### src/rtl/mem_port_arbiter.sv
// Shares one fixed-latency single-port memory between instruction fetch and data access.
// Data has priority; a starvation counter forces a fetch grant after STARVE_MAX data wins.
module mem_port_arbiter #(
  parameter int LATENCY    = 2,
  parameter int STARVE_MAX = 4
) (
  input  logic        clk,
  input  logic        rst,
  input  logic        if_req,
  input  logic [31:0] if_addr,
  output logic [31:0] if_rdata,
  output logic        if_ack,
  output logic        if_stall,
  input  logic        d_req,
  input  logic        d_we,
  input  logic [31:0] d_addr,
  input  logic [31:0] d_wdata,
  output logic [31:0] d_rdata,
  output logic        d_ack,
  output logic        d_stall,
  output logic        mem_en,
  output logic        mem_we,
  output logic        mem_last,
  output logic [31:0] mem_addr,
  output logic [31:0] mem_wdata,
  input  logic [31:0] mem_rdata
);

  localparam int CW = (LATENCY > 1) ? $clog2(LATENCY) : 1;

  typedef enum logic {IDLE = 1'b0, BUSY = 1'b1} state_t;

  state_t        r_state, w_next;
  logic [CW-1:0] r_cnt;
  logic [3:0]    r_starve;
  logic          r_owner_d, r_we, r_if_ack, r_d_ack;
  logic [31:0]   r_addr, r_wdata, r_if_rdata, r_d_rdata;
  logic          w_if_elig, w_d_elig, w_grant, w_grant_d, w_done;

  // A requester is being acked this cycle, so its req still reflects the finished access.
  assign w_if_elig = if_req & ~r_if_ack;
  assign w_d_elig  = d_req & ~r_d_ack;
  assign w_grant   = (r_state == IDLE) & (w_if_elig | w_d_elig);
  assign w_grant_d = w_d_elig & (~w_if_elig | (r_starve < 4'(STARVE_MAX)));
  assign w_done    = (r_state == BUSY) & (r_cnt == '0);

  always_ff @(posedge clk) begin
    if (rst) r_state <= IDLE;
    else     r_state <= w_next;
  end

  always_comb begin
    w_next = r_state;
    case (r_state)
      IDLE:    if (w_grant) w_next = BUSY;
      BUSY:    if (r_cnt == '0) w_next = IDLE;
      default: w_next = IDLE;
    endcase
  end

  always_comb begin
    mem_en   = 1'b0;
    mem_last = 1'b0;
    case (r_state)
      BUSY: begin
        mem_en   = 1'b1;
        mem_last = (r_cnt == '0);
      end
      default: ;
    endcase
  end

  always_ff @(posedge clk) begin
    if (rst) begin
      r_cnt      <= '0;
      r_starve   <= '0;
      r_owner_d  <= 1'b0;
      r_we       <= 1'b0;
      r_addr     <= '0;
      r_wdata    <= '0;
      r_if_ack   <= 1'b0;
      r_d_ack    <= 1'b0;
      r_if_rdata <= '0;
      r_d_rdata  <= '0;
    end else begin
      r_if_ack <= 1'b0;
      r_d_ack  <= 1'b0;
      if (w_grant) begin
        r_owner_d <= w_grant_d;
        r_addr    <= w_grant_d ? d_addr : if_addr;
        r_we      <= w_grant_d & d_we;
        r_wdata   <= w_grant_d ? d_wdata : '0;
        r_cnt     <= CW'(LATENCY - 1);
        if (!w_grant_d)
          r_starve <= '0;
        else if (if_req && (r_starve < 4'(STARVE_MAX)))
          r_starve <= r_starve + 4'd1;
      end else if ((r_state == BUSY) && (r_cnt != '0)) begin
        r_cnt <= r_cnt - 1'b1;
      end
      if (w_done) begin
        if (r_owner_d) begin
          r_d_ack <= 1'b1;
          if (!r_we) r_d_rdata <= mem_rdata;
        end else begin
          r_if_ack   <= 1'b1;
          r_if_rdata <= mem_rdata;
        end
      end
    end
  end

  assign mem_we    = mem_en & r_we;
  assign mem_addr  = r_addr;
  assign mem_wdata = r_wdata;
  assign if_ack    = r_if_ack;
  assign d_ack     = r_d_ack;
  assign if_rdata  = r_if_rdata;
  assign d_rdata   = r_d_rdata;
  assign if_stall  = if_req & ~r_if_ack;
  assign d_stall   = d_req & ~r_d_ack;

endmodule

### config.mk
export PLATFORM = sky130hd
export DESIGN_NAME = mem_port_arbiter
export DESIGN_NICKNAME = d
export VERILOG_FILES = /design/src/rtl/mem_port_arbiter.sv
export SDC_FILE = /design/constraint.sdc
export NUM_CORES = 1
export LEC_CHECK = 0
export CORE_ASPECT_RATIO = 0.6
export CORE_MARGIN = 4
export CORE_UTILIZATION = 30
export DETAILED_ROUTE_END_ITERATION = 7
export PLACE_DENSITY = 0.67
export SYNTH_ARGS = -nofsm -noshare
export SYNTH_HDL_FRONTEND = slang
export SYNTH_SLANG_ARGS = --single-unit
### constraint.sdc
create_clock -name clk -period 1.8 [get_ports clk]
set_input_delay 0.36 -clock clk [delete_from_list [all_inputs] [get_ports clk]]
set_output_delay 0.36 -clock clk [all_outputs]
set_load 0.02 [all_outputs]
# [After elaboration in Yosys (flattened, before gate mapping)]
# Index checks and enable logic that the tools add are counted.
[op_classes] add_sub_neg=2 order_cmp=1 eq_ne=1 n_mux=13 bitwise_logic=17 reduce_logical=7
[op_table] operator="2-to-1 mux 32 bit" count=2
[op_table] operator="2-to-1 mux 1 bit" count=8
[op_table] operator="2-to-1 mux 4 bit" count=2
[op_table] operator="inverter 1 bit" count=8
[op_table] operator="bitwise AND 1 bit" count=7
[op_table] operator="adder 4 x 1 -> 4 bit (second input constant)" count=1
[op_table] operator="less-than comparator 4 x 3 -> 1 bit (second input constant)" count=1
[op_table] operator="AND reduction 2 bit" count=2
[op_table] operator="AND reduction 3 bit" count=1
[op_table] operator="logical AND 1 bit" count=2
[op_table] operator="inequality test 2 x 1 -> 1 bit (second input constant)" count=1
[op_table] operator="OR 1 bit" count=2
[op_table] operator="one-hot mux 1 bit (2 select lines)" count=1
[op_table] operator="nonzero test 2 bit" count=1
[op_table] operator="OR reduction 2 bit" count=1
[op_table] operator="subtractor 1 bit (second input constant)" count=1
[totals] register_bits=138 inputBits=133 output_inout_bits=135 word_cells=52

# [Logic depth before layout (Yosys ltp)]
# Gate-level depths: netlist of run 1.
[logic_depth] depth_word=7 depth_mapped=7 mapped_depth_nobuf=5

# [Worst setup path before layout of run 1]
# Ideal clock, no wire load.
[synth_path] kind="flip-flop to flip-flop" from="reg r_state" to="reg r_if_rdata[17] (netlist: if_rdata[17])" setup_time_ns=0.070 arrival_ns=1.465 required_ns=1.730 path_slack_ns=0.264 path_stages_with_launch=8 path_buffers=3 synth_period_minus_slack_ns=1.536 cell_sequence="dfxtp_1 buf_4 and2b_1 nor2b_1 buf_2 buf_4 nand2_1 a21oi_1"
[synth_between] elab_chain_cells=2
[synth_rtl] item="start: declaration" line="33" rtl="state_t r_state, w_next;"
[synth_rtl] item="start signal: assignment" line="49" rtl="else r_state <= w_next;"
[synth_rtl] item="bitwise AND 1 bit" line="45" rtl="assign w_done = (r_state == BUSY) & (r_cnt == '0);"
[synth_rtl] item="AND reduction 2 bit (no source line)"
[synth_rtl] item="end signal: assignment" line="107" rtl="r_if_rdata <= mem_rdata;"
[synth_rtl] item="end: declaration" line="37" rtl="logic [31:0] r_addr, r_wdata, r_if_rdata, r_d_rdata;"
# Every way passes these cells.
# A chain may end at the register's enable or synchronous reset.

# [Worst setup path in the final report of run 1]
[layout_path] from="reg r_addr[14] (netlist: mem_addr[14])" to="out mem_addr[14]"
[layout_rtl] item="start: declaration" line="37"
[layout_rtl] item="start signal: assignment" line="90" rtl="r_addr <= w_grant_d ? d_addr : if_addr;"
[layout_rtl] item="end: declaration" line="24" rtl="output logic [31:0] mem_addr,"
# No word-level cell between the ends.

==> results by group, run 1 <==
Critical path
  – Worst setup EP type: primary output
  – CP Depth: 1
  – R2R Path End: mem_addr[19]
  – Worst Reg-to-Reg Cells: 6
  – CP top delay family: buffers and inverters
  – Critical Path, Cell by Cell: clkdlybuf4s50_1
  – Crit path from: mem_addr[14]
  – Slowest CP cell: clkdlybuf4s50_1
  – Crit-path max FO: 2
  – Worst endpoint required time: 1.44 ns
  – CP Launch Type: flip-flop
  – Reg2reg setup slack: 0.23 ns
  – CP Class: reg2out
  – R2R Path Start: if_ack
  – Critical Path AT: 1.39 ns
  – Crit path buffers/inverters: 1
  – Highest cell delay on the worst timing path: 0.66 ns
  – End of the critical path: mem_addr[14]

Logic synthesis
  – Flops & latches, synth: 138
  – Area leader, netlist: dfxtp_1
  – Synth Instances: 651
  – Syn Nets: 785
  – Register area share after synthesis: 0.5290
  – Synth top cells by count: 196 x nand2_1, 138 x dfxtp_1, 130 x a21oi_1
  – EDFF count, synth: 0
  – Area contributors post-synth: dfxtp_1 53%, nand2_1 14%, a21oi_1 12%
  – Most frequent cell after synthesis: nand2_1
  – Post-synth cell types: 32
  – Synth warn: 0
  – Post-Synthesis Cell Area: 5223 µm²
  – Top FF cell, synth: dfxtp_1
  – Async SR Flop Fraction: 0
  – Mean Syn Cell Area: 8.022 µm²
  – Synth top area share: 0.5290

Finish
  – Share of cells above drive strength 1: 0.07197
  – Multi-input gate area: 2151 µm²
  – FILL cells: 1563
  – FF+latch area: 2763 µm²
  – P&R area growth vs syn: 68.85%
  – Fin nets: 1038
  – Ant. Diodes: 0
  – Design area: 8818 µm²

Pwr
  – Power per cell area: 978.0 nW/µm²
  – Leak: 0.003300 µW
  – Worst vdd ir: 0.0004291 V

STA
  – Final Setup Violations: 0
  – Relative slew margins: 0.7152
  – Fin crit share: 0.9726
  – RSZ-0062 raised after global routing: no
  – Slew @ Worst Pin: 0.4273 ns
  – F_max: 571.2 MHz
  – Final count of hold timing violations: 0
  – Post-layout min period: 1.751 ns
  – Fin worst setup slack: 0.04938 ns
  – Fin Clk Skew: 0.008995 ns
  – Pins Over Slew Limit: 0

Hold path
  – Hold Crit Depth: 2
  – Min-delay worst type: in2reg

CTS
  – Post-cts hold buffer count: 0
  – Root buf cell: clkbuf_16
  – Clk slew on worst S/H paths: 0.06 ns
  – Longest Clk Path Bufs: 2
  – CTS Buf Count: 17
  – Clk sinks: 138
  – Worst-Skew Late Latency: 0.41 ns
  – CTS tree: built
  – CTS HTree Levels: 4

Drt
  – Remaining antenna violation count: 0
  – First-pass DRT Iterations: 5
  – DRT iter0 DRCs: 220
  – Routed WL: 17.87 mm
  – Via-to-Cell Ratio: 4.626
  – Remaining DRCs: 0
  – Via count: 5325
  – Routed WL per cell: 15.52 µm

Die
  – Die X: 178.3 µm
  – Core Region: 17080 µm²
  – Starting density of the core: 0.3057
  – Die Y: 110.2 µm
  – Die area: 19650 µm²
  – Number of cell rows: 37
  – I/O Pins: 268

Place
  – Pre-CTS setup slack: -0.1939 ns
  – Final GP Congestion: 0.7609
  – I/O Buffers: 267
  – Post-DP HPWL: 12.51 mm
  – Dpl cell area: 8208 µm²

GRT
  – Pin count of the biggest net entering global routing: 47
  – Initial antenna violation count: 0
  – Vias in the first global route: 4996
  – Total congestion overflow: 0
  – All-Layer GR Usage: 0.1748
  – Global-route wire length before repair: 26.97 mm

Run status
  – Run status: complete, no violations

Flow run
  – Max-cap violations: 0
flip-flops by register name, summed over array words and instances, names as in the netlist:
signal	cells
d_ack	1
d_rdata	32
if_ack	1
if_rdata	32
mem_addr	32
mem_wdata	32
r_cnt	1
r_owner_d	1
r_starve	4
r_state	1
r_we	1
cell usage in the layout (no fill, tap or decap), types with 2 or more instances in the layout:
cell type          n
clkdlybuf4s50_1  255
nand2_1          196
dfxtp_1          138
a21oi_1          130
nor2_1            38
a211oi_1          34
nand3_1           33
clkbuf_16         17
buf_4             12
buf_12            12
dlymetal6s2s_1     6
dlygate4sd2_1      5
clkinv_2           4
bufinv_16          3
clkinv_4           3
inv_6              3
nand2b_1           2
inv_1              2
nor2_2             2
nor3_1             2
worst min-delay path by stage:
stage | endpoint | start | slack, ns
global placement | mem_wdata[23] | mem_wdata[23] | 0.44
detailed placement | mem_wdata[15] | mem_wdata[15] | 0.44
global route | mem_wdata[5] | rst | 0.38
CTS | mem_wdata[5] | rst | 0.35
finish | mem_wdata[5] | rst | 0.38
floorplan | r_starve[3] | r_starve[3] | 0.45
layout make-up:
| cell class | count | area share |
|---|---|---|
| Clock inverter | 14 | 0.01930 |
| Tap cell | 234 | 0.03320 |
| Clock buffer | 18 | 0.04867 |
| Inverter | 3 | 0.001277 |
| Multi-Input combinational cell | 454 | 0.2439 |
| Timing Repair Buffer | 290 | 0.3404 |
| Sequential cell | 138 | 0.3133 |
kinds of logic after synthesis:
kind of cell	count (synthesis)	share of synthesized area
adders and majority gates	1	0.002395
DFF	138	0.5290
AOI/OAI and AO/OA	171	0.1869
and+or+nand+nor	280	0.2168
muxes	2	0.004073
buffers and inverters	59	0.06085
report_power, final:
group / total (µW) / switching [µW] / leakage (µW) / internal, µW
combinational: 1700 / 855 / 0.00188 / 844
sequential: 3360 / 108 / 0.00113 / 3250
clock: 3570 / 1380 / 0.000295 / 2190
total: 8620 / 2340 / 0.00330 / 6290
stage by stage:
step,util,setup TNS (ns),hold slack [ns],std cells,power [µW]
floorplan,-,0,0.4476,651,4226
global placement,0.4805,-8.270,0.4371,1119,5132
detailed placement,0.4805,-8.821,0.4434,1119,5144
CTS,0.5152,0,0.3525,1151,8744
global route,0.5162,0,0.3777,1151,9005
finish,0.5162,0,0.3755,1151,8624
timing repair:
item                       CTS  global route
resized for setup            5             7
setup endpoints to repair    5            18
pin swaps                    0             0
buffers inserted             0             0
per-layer routing:
metal  GRT usage  up-vias  share of wire
li1            -     2675              -
met1      0.2314     2452           0.46
met2      0.2618      185           0.43
met3     0.07021       13           0.10
met4     0.05528        0         0.0092
met5           0        -              0
No activity file was read; power rests on OpenSTA's default activity.
==> run 2, diff against run 1 <==
--- a/config.mk
+++ b/config.mk
@@ -10,6 +10,7 @@
 export CORE_UTILIZATION = 30
 export DETAILED_ROUTE_END_ITERATION = 7
 export PLACE_DENSITY = 0.67
+export SKIP_LAST_GASP = 1
 export SYNTH_ARGS = -nofsm -noshare
 export SYNTH_HDL_FRONTEND = slang
 export SYNTH_SLANG_ARGS = --single-unit
==> results of run 2 <==
The final DEF is identical to that of run 1; final timing and power are the same.
==> run 3, diff against run 2 <==
--- a/config.mk
+++ b/config.mk
@@ -7,9 +7,9 @@
 export LEC_CHECK = 0
 export CORE_ASPECT_RATIO = 0.6
 export CORE_MARGIN = 4
-export CORE_UTILIZATION = 30
+export CORE_UTILIZATION = 40
 export DETAILED_ROUTE_END_ITERATION = 7
-export PLACE_DENSITY = 0.67
+export PLACE_DENSITY = 0.85
 export SKIP_LAST_GASP = 1
 export SYNTH_ARGS = -nofsm -noshare
 export SYNTH_HDL_FRONTEND = slang
==> results by group, run 3 (synthesis gave the netlist of run 1 again) <==
Run status
  – Run status: complete, no violations

Die
  – Number of cell rows: 32
  – Die X: 155.5 µm
  – Core Region: 12810 µm²
  – Die Y: 96.51 µm
  – Starting density of the core: 0.4076
  – I/O Pins: 268
  – Die area: 15010 µm²

CTS
  – Longest Clk Path Bufs: 2
  – Postcts setup bufs: 0
  – CTS HTree Levels: 4
  – Clk slew on worst S/H paths: 0.05 ns
  – Clk sinks: 138
  – CTS tree: built
  – CTS Buf Count: 17
  – Post-CTS Resized: 5
  – Post-cts hold buffer count: 0
  – Root buf cell: clkbuf_16
  – Worst-Skew Late Latency: 0.40 ns

Pwr
  – Comb power frac: 0.192
  – Final total power: 8919 µW
  – Sw Pwr: 2311 µW
  – Flop pwr share: 0.376
  – Power per cell area: 1013 nW/µm²
  – Sw frac: 0.2591
  – Cell-internal power: 6608 µW
  – Worst vdd ir: 0.0007062 V
  – Clock power frac: 0.432
  – Leak: 0.003246 µW

Critical path
  – Critical Path AT: 1.38 ns
  – Worst setup EP type: primary output
  – Slowest CP cell: clkdlybuf4s50_1
  – CP Launch Type: flip-flop
  – Critical Path, Cell by Cell: clkdlybuf4s50_1
  – Crit path buffers/inverters: 1
  – CP top delay family: buffers and inverters
  – CP Class: reg2out
  – Crit-path max FO: 2
  – Reg2reg setup slack: 0.15 ns
  – Highest cell delay on the worst timing path: 0.64 ns
  – Worst endpoint required time: 1.44 ns

Drt
  – M1 wire length: 7.175 mm
  – Routed WL per cell: 15.95 µm
  – WL met2: 8.212 mm
  – First-pass DRT Iterations: 4
  – Routed WL: 17.33 mm
  – DR WL met3: 1.781 mm
  – Remaining antenna violation count: 0
  – Via count: 5442
  – DRT iter0 DRCs: 263
  – Via-to-Cell Ratio: 5.011
  – Remaining DRCs: 0
  – Top sig layer: met4

Finish
  – FILL cells: 1073
  – Commonest non-fill, non-tap cell in the layout: clkdlybuf4s50_1
  – Ant. Diodes: 0
  – Fin nets: 1037
  – Design area: 8801 µm²
  – Multi-input gate area: 2148 µm²
  – Final Core Density: 0.6869
  – P&R area growth vs syn: 68.52%
  – Commonest non-fill, non-tap cells in the layout: 259 x clkdlybuf4s50_1, 196 x nand2_1, 138 x dfxtp_1, 130 x a21oi_1, 38 x nor2_1
  – Share of cells above drive strength 1: 0.07205
  – FF+latch area: 2763 µm²

GRT
  – Vias in the first global route: 5159
  – Initial antenna violation count: 0
  – Pin count of the biggest net entering global routing: 44
  – All-Layer GR Usage: 0.2227
  – Total congestion overflow: 0
  – Global-route wire length before repair: 26.61 mm

STA
  – Slew @ Worst Pin: 0.6799 ns
  – Fin crit share: 0.9688
  – Pins Over Slew Limit: 0
  – Relative slew margins: 0.5468
  – Final Setup Violations: 0
  – Final count of hold timing violations: 0
  – Setup TNS Final: 0 ns
  – RSZ-0062 raised after global routing: no
  – F_max: 573.4 MHz
  – Post-layout min period: 1.744 ns
  – Fin Clk Skew: 0.01017 ns

Hold path
  – Min-delay worst type: in2reg

Place
  – Post-DP HPWL: 12.38 mm
  – Dpl cell area: 8145 µm²
  – I/O Buffers: 267
  – Final GP Congestion: 0.7955

Flow run
  – Max-cap violations: 0
==> run 3: cell count changes in the layout (fill, tap and decap cells not counted), sizes merged <==
cell,delta
dlymetal6s2s,-4
clkdlybuf4s50,+4
inv,-1
bufinv,+2
buf,-1
clkinv,-3
clkinvlp,+2
==> run 3: layout make-up <==
type	instances	share of cell area
repair buffers	289	0.3419
flip-flops and latches	138	0.3139
multi-input cells	454	0.2441
clock buffers	18	0.04990
clock inverters	14	0.02474
well taps	170	0.02417
inverters	3	0.001279
==> run 3: path summary, 6_finish.rpt <==
kind / start / depth (start not counted) / end
max: d_ack / 1 / d_ack
min reg2reg: mem_wdata[19] / 2 / mem_wdata[19]
max reg2reg: r_state / 5 / d_rdata[13]
min: rst / 2 / r_starve[0]
==> run 3: power groups by stage <==
stage	Clock [µW]	Sequential, µW	Combinational, µW
after floorplan	0	3640	582
after global placement	0	3410	1700
after detailed placement	0	3420	1720
after CTS	3930	3360	1720
after global routing	4090	3380	1840
final	3850	3360	1710
==> run 3: per-stage QoR <==
step	instances	setup slack, ns	hold WS, ns
finish	1086	0.05616	0.3602
global route	1086	0.001093	0.3583
CTS	1086	0.02803	0.3481
detailed placement	1054	-0.1730	0.4455
global placement	1054	-0.1457	0.4375
floorplan	651	0.2641	0.4476
==> run 3: routing by layer <==
layer  vias up  GRT usage
met5         -          0
met4         0    0.05317
met3        16    0.08990
met2       197     0.3737
met1      2560     0.2711
li1       2669          -
